File: src/rtl/bank_arb_resp_demux.sv
// Round-robin arbiter that multiplexes NumIn initiators onto one memory bank and
// routes each bank response back to the initiator whose request was accepted.
module bank_arb_resp_demux #(
    parameter int NumIn         = 4,
    parameter int ReqDataWidth  = 32,
    parameter int RespDataWidth = 32,
    parameter int RespLat       = 1,
    parameter int WriteRespOn   = 1
) (
    input  logic                             clk_i,
    input  logic                             rst_ni,
    input  logic [NumIn-1:0]                 req_i,
    input  logic [NumIn-1:0]                 wen_i,
    input  logic [NumIn*ReqDataWidth-1:0]    data_i,
    output logic [NumIn-1:0]                 gnt_o,
    output logic [NumIn-1:0]                 vld_o,
    output logic [NumIn*RespDataWidth-1:0]   rdata_o,
    output logic                             req_o,
    output logic                             wen_o,
    output logic [ReqDataWidth-1:0]          data_o,
    input  logic                             gnt_i,
    input  logic [RespDataWidth-1:0]         rdata_i
);

    localparam int   IdxW   = (NumIn > 1) ? $clog2(NumIn) : 1;
    localparam logic WrResp = (WriteRespOn != 0);

    logic [IdxW-1:0] rr_q, rr_d;
    logic [IdxW-1:0] winner;
    logic            found_hi;
    logic            hs;
    logic            vld_in;

    logic [RespLat-1:0] vld_q;
    logic [IdxW-1:0]    idx_q [RespLat];

    // Two descending passes: the lowest requester at or above the pointer wins,
    // otherwise the lowest requester overall (the wrapped part of the search).
    always_comb begin
        winner   = rr_q;
        found_hi = 1'b0;
        for (int i = NumIn - 1; i >= 0; i--) begin
            if (req_i[i] && (i >= int'(rr_q))) begin
                winner   = IdxW'(i);
                found_hi = 1'b1;
            end
        end
        if (!found_hi) begin
            for (int i = NumIn - 1; i >= 0; i--) begin
                if (req_i[i]) begin
                    winner = IdxW'(i);
                end
            end
        end
    end

    assign req_o = |req_i;
    assign hs    = req_o & gnt_i;

    always_comb begin
        wen_o  = 1'b0;
        data_o = '0;
        gnt_o  = '0;
        for (int i = 0; i < NumIn; i++) begin
            if (winner == IdxW'(i)) begin
                wen_o    = wen_i[i];
                data_o   = data_i[i*ReqDataWidth +: ReqDataWidth];
                gnt_o[i] = hs;
            end
        end
    end

    always_comb begin
        rr_d = rr_q;
        if (hs) begin
            rr_d = (winner == IdxW'(NumIn - 1)) ? '0 : winner + 1'b1;
        end
    end

    always_ff @(posedge clk_i or negedge rst_ni) begin
        if (!rst_ni) begin
            rr_q <= '0;
        end else begin
            rr_q <= rr_d;
        end
    end

    // Response tracking: {vld, idx} travels alongside the bank latency.
    assign vld_in = hs & (~wen_o | WrResp);

    always_ff @(posedge clk_i or negedge rst_ni) begin
        if (!rst_ni) begin
            vld_q <= '0;
            for (int s = 0; s < RespLat; s++) begin
                idx_q[s] <= '0;
            end
        end else begin
            vld_q[0] <= vld_in;
            idx_q[0] <= winner;
            for (int s = 1; s < RespLat; s++) begin
                vld_q[s] <= vld_q[s-1];
                idx_q[s] <= idx_q[s-1];
            end
        end
    end

    always_comb begin
        vld_o = '0;
        for (int i = 0; i < NumIn; i++) begin
            vld_o[i] = vld_q[RespLat-1] && (idx_q[RespLat-1] == IdxW'(i));
        end
    end

    assign rdata_o = {NumIn{rdata_i}};

endmodule

File: config.mk
export PLATFORM = sky130hd
export DESIGN_NAME = bank_arb_resp_demux
export DESIGN_NICKNAME = d
export VERILOG_FILES = /design/src/rtl/bank_arb_resp_demux.sv
export SDC_FILE = /design/constraint.sdc
export NUM_CORES = 1
export LEC_CHECK = 0
export BUFFER_PORTS_ARGS = -buffer_cell sky130_fd_sc_hd__buf_2
export CAP_MARGIN = 20
export CORE_AREA = 2 2 131 133
export DETAILED_ROUTE_END_ITERATION = 8
export DIE_AREA = 0 0 133 135
export PLACE_DENSITY = 0.51
export SYNTH_ARGS = -nofsm -noshare
export SYNTH_HDL_FRONTEND = slang
export SYNTH_SLANG_ARGS = --single-unit
File: constraint.sdc
create_clock -name clk_i -period 2 [get_ports clk_i]
set_clock_uncertainty 0.1 [all_clocks]
set_input_delay 0.2 -clock clk_i [delete_from_list [all_inputs] [get_ports clk_i]]
set_output_delay 0.2 -clock clk_i [all_outputs]
set_load 0.02 [all_outputs]
==> results.md <==
- Number of flops mapped to enable cells by yosys: 0
- Final Cycle Share: 129.7%
- Clk pin slew, worst setup/hold paths: 0.03 ns
- Origin of the worst setup path: rr_q[1]$_DFFE_PN0P_
- Placed Instance Area: 0.002938 mm^2
- DRC viols: 0
- Failing checks: negative setup slack
- Largest net degree at the start of global routing: 35
- Number of flip-flops and latches in the synthesized netlist: 5
- # setup viols final: 37
- Mean area per synthesized cell: 6.346 um^2
- Placed Cells incl. Taps: 664
- Count of filler cells inserted in the layout: 1804
- Worst slack at placement: -0.5308 ns
- Yosys warning total: 0
- Final Routed Wirelength: 9761 um
- Arrival time at the worst endpoint: 2.29 ns
- Die width: 133 um
- Number of buffers inserted by port buffering: 180
- Ys async rst share: 100.0%
- Net switching share of the total power: 49.04%
- Syn_nets: 565
- Share of the core filled with cells in the final layout: 21.71%
- Number of standard-cell rows in the floorplan: 47
- Setup repair after global routing missed its margin: yes
- Worst Path Required: 1.70 ns
- Cell chosen for the clock root: sky130_fd_sc_hd__clkbuf_16
- Placer's final routability congestion estimate: 0.7271
- Die boundary height: 135 um
- Highest net fanout along the worst path: 8
- Leading cell types in the layout, fill and taps excluded: sky130_fd_sc_hd__buf_2, sky130_fd_sc_hd__nand2_1, sky130_fd_sc_hd__inv_1, sky130_fd_sc_hd__a22o_1
- Net switching power: 2.580 mW
- Ordered cell list for the critical path: nor2_1 > a221o_1 > o22a_2 > ha_4 > buf_12 > clkbuf_16 > a21oi_2 > o21ai_1 > a22o_1 > buf_6
- Sequential element share of the synthesized area: 5.056%
- Initial standard-cell utilization of the core: 15.08%
- Int Power: 2.681 mW
- First-pass GRT wire length: 13120 um
- Master of the slowest instance on the critical path: sky130_fd_sc_hd__dfrtp_1
- H-tree levels: 1
- Achievable clock frequency: 0.3855 GHz
- HPWL Detailed: 7295 um
- Part of the power in the clock network: 6.3%
- Main synth FF type: sky130_fd_sc_hd__dfrtp_1
- Worst stage delay on the critical path: 0.39 ns
- Number of buffers on the longest clock path: 2
- Final period demand of the worst path: 2.594 ns
- TritonCTS clock tree: yes
- Transition time at the pin with the least slew margin: 0.3586 ns
- Critical register-to-register path endpoint: rr_q[1]$_DFFE_PN0P_
- Synth-to-Final Area Change: 43.93%
- Grt ovf: 0
- Sequential cell fraction of total power: 3.2%
- FF-to-FF setup slack: 0.45 ns
- Number of DRC markers after the initial detailed-route iteration: 62
- Placeable core region: 0.01641 mm^2
- Startpoint Class: flip-flop
- Outcome: complete, but fails checks
- Worst setup EP type: output pin
- DIE AREA: 0.01796 mm^2
- Vias: 2721
- Average via count per standard cell: 4.031
- Cell area after layout: 0.003562 mm^2
- Clock latency on the worst-skew pair: 0.23 ns
- Startpoint of the lowest-slack register-to-register path: rr_q[1]$_DFFE_PN0P_
- Clock sink count: 5
- Slew HR: 76.09%
- Gate count of the mapped netlist: 390
- Total Nets Final: 631
- Count of pins on the block boundary: 341
- Cell area after synthesis: 0.002475 mm^2
- Antenna Nets Post-Route: 0
- Average wire per standard cell: 14.46 um
- Initial antenna violation count: 0
- Area contributors post-synth: sky130_fd_sc_hd__buf_4, sky130_fd_sc_hd__a21oi_1, sky130_fd_sc_hd__a22o_1
- Router iterations before antenna repair: 4
- Final max-slew violation count: 0
- VDD IR max: 0.6040 mV
- Yosys top cell by area: sky130_fd_sc_hd__buf_4
- Netlist cell types: 29
- Layout cell share with drive strength beyond 1: 60.00%
- Most common library cell in the layout ignoring fill and taps: sky130_fd_sc_hd__buf_2
- Number of buffers created by CTS: 3
- Power Density: 1477 mW/mm^2
- Portion of total power attributed to combinational logic: 90.5%
- Share of Yosys cell area claimed by the top area cell type: 38.83%
- MaxCap Viol Count: 0
- Number of global-route vias before repair: 2430
- Leakage power of the design: 1.734 nW
- All-Layer GR Usage: 9.255%
- Cells on worst reg2reg path: 5
- Endpoints failing hold: 0
- Non-filler instance count after layout: 675
- Kind of critical path: reg2out
- Kind of path behind the tightest hold check: in2async
- Smallest setup slack after layout: -0.5941 ns
- ANT cells: 0
==> final cells by class <==
type | count | area [um^2] | area share (%)
Tap cell | 220 | 275.3 | 7.727
Clock buffer | 4 | 78.83 | 2.213
Inverter | 31 | 116.4 | 3.267
Sequential cell | 5 | 125.1 | 3.512
Multi-Input combinational cell | 201 | 1464 | 41.10
Timing Repair Buffer | 214 | 1503 | 42.18
==> through the flow <==
stage               power [mW]  TNS [ns]  hold slack (ns)
floorplan                2.889    -5.310          -0.1956
global placement         3.824    -13.23         -0.07768
detailed placement       3.827    -12.54         -0.08008
CTS                      4.626    -19.86           0.2129
global route             5.628    -22.28           0.2318
finish                   5.261    -18.95           0.2122
==> cell usage after synthesis (2+ instances only) <==
cell type	instances
sky130_fd_sc_hd__buf_1	5
sky130_fd_sc_hd__nand2_1	35
sky130_fd_sc_hd__nor2b_1	8
sky130_fd_sc_hd__a221oi_1	2
sky130_fd_sc_hd__o21ai_0	31
sky130_fd_sc_hd__clkbuf_1	4
sky130_fd_sc_hd__o31ai_1	2
sky130_fd_sc_hd__dfrtp_1	5
sky130_fd_sc_hd__buf_4	128
sky130_fd_sc_hd__inv_1	31
sky130_fd_sc_hd__a22o_1	31
sky130_fd_sc_hd__and3_1	2
sky130_fd_sc_hd__ha_1	4
sky130_fd_sc_hd__a21oi_1	63
sky130_fd_sc_hd__buf_2	15
sky130_fd_sc_hd__nor2_1	8
sky130_fd_sc_hd__and2_1	4
==> how the worst max path moves through the flow <==
stage	end	slack (ns)	cells past startpoint
finish	data_o[7]	-0.59	10
detailed placement	data_o[9]	-0.53	9
CTS	data_o[21]	-0.63	10
global placement	data_o[21]	-0.65	11
global route	data_o[21]	-0.73	9
floorplan	data_o[12]	-0.17	9
==> registers in the layout (all words and copies together), names as in the netlist <==
signal / cells
idx_q: 2
rr_q: 2
vld_q: 1
==> worst max-delay path, delay by kind of cell, from the launching register on <==
kind | cells | cell delay, ns
flops | 1 | 0.39
fa+ha+maj | 1 | 0.21
compound gates | 5 | 0.99
simple gates | 1 | 0.07
buf+inv | 3 | 0.42
==> power groups by stage <==
stage | clock network (mW) | registers (mW) | logic, mW
after CTS | 0.334 | 0.169 | 4.12
final | 0.330 | 0.169 | 4.76
after detailed placement | 0 | 0.168 | 3.66
after global placement | 0 | 0.167 | 3.66
after global routing | 0.339 | 0.178 | 5.11
after floorplan | 0 | 0.165 | 2.72
==> layer usage <==
metal / wire length (um) / vias up / track usage, %
li1: - / 1311 / -
met1: 3627 / 1187 / 10.42
met3: 951 / 52 / 2.177
met5: 0 / - / 0
met4: 352 / 0 / 3.943
met2: 4829 / 171 / 16.72
==> timing repair <==
| item | 4_1_cts | 5_1_grt |
|---|---|---|
| endpoints found under the hold margin | 5 | 0 |
| pin swaps | 3 | 4 |
| setup buffers | 1 | 3 |
| gates cloned | 2 | 2 |
| setup endpoints to repair | 37 | 37 |
| resized for setup | 40 | 100 |
| hold buffers | 1 | 0 |
==> cell families after synthesis <==
kind of cell / count (synthesis) / share of synthesized area, %
buffers and inverters: 184 / 48.13
adder cells (fa/ha/maj): 4 / 2.022
AND/OR/NAND/NOR: 60 / 10.92
AO/OA/AOI/OAI: 137 / 33.87
flip-flops: 5 / 5.056
No activity file was read; power rests on OpenSTA's default activity.
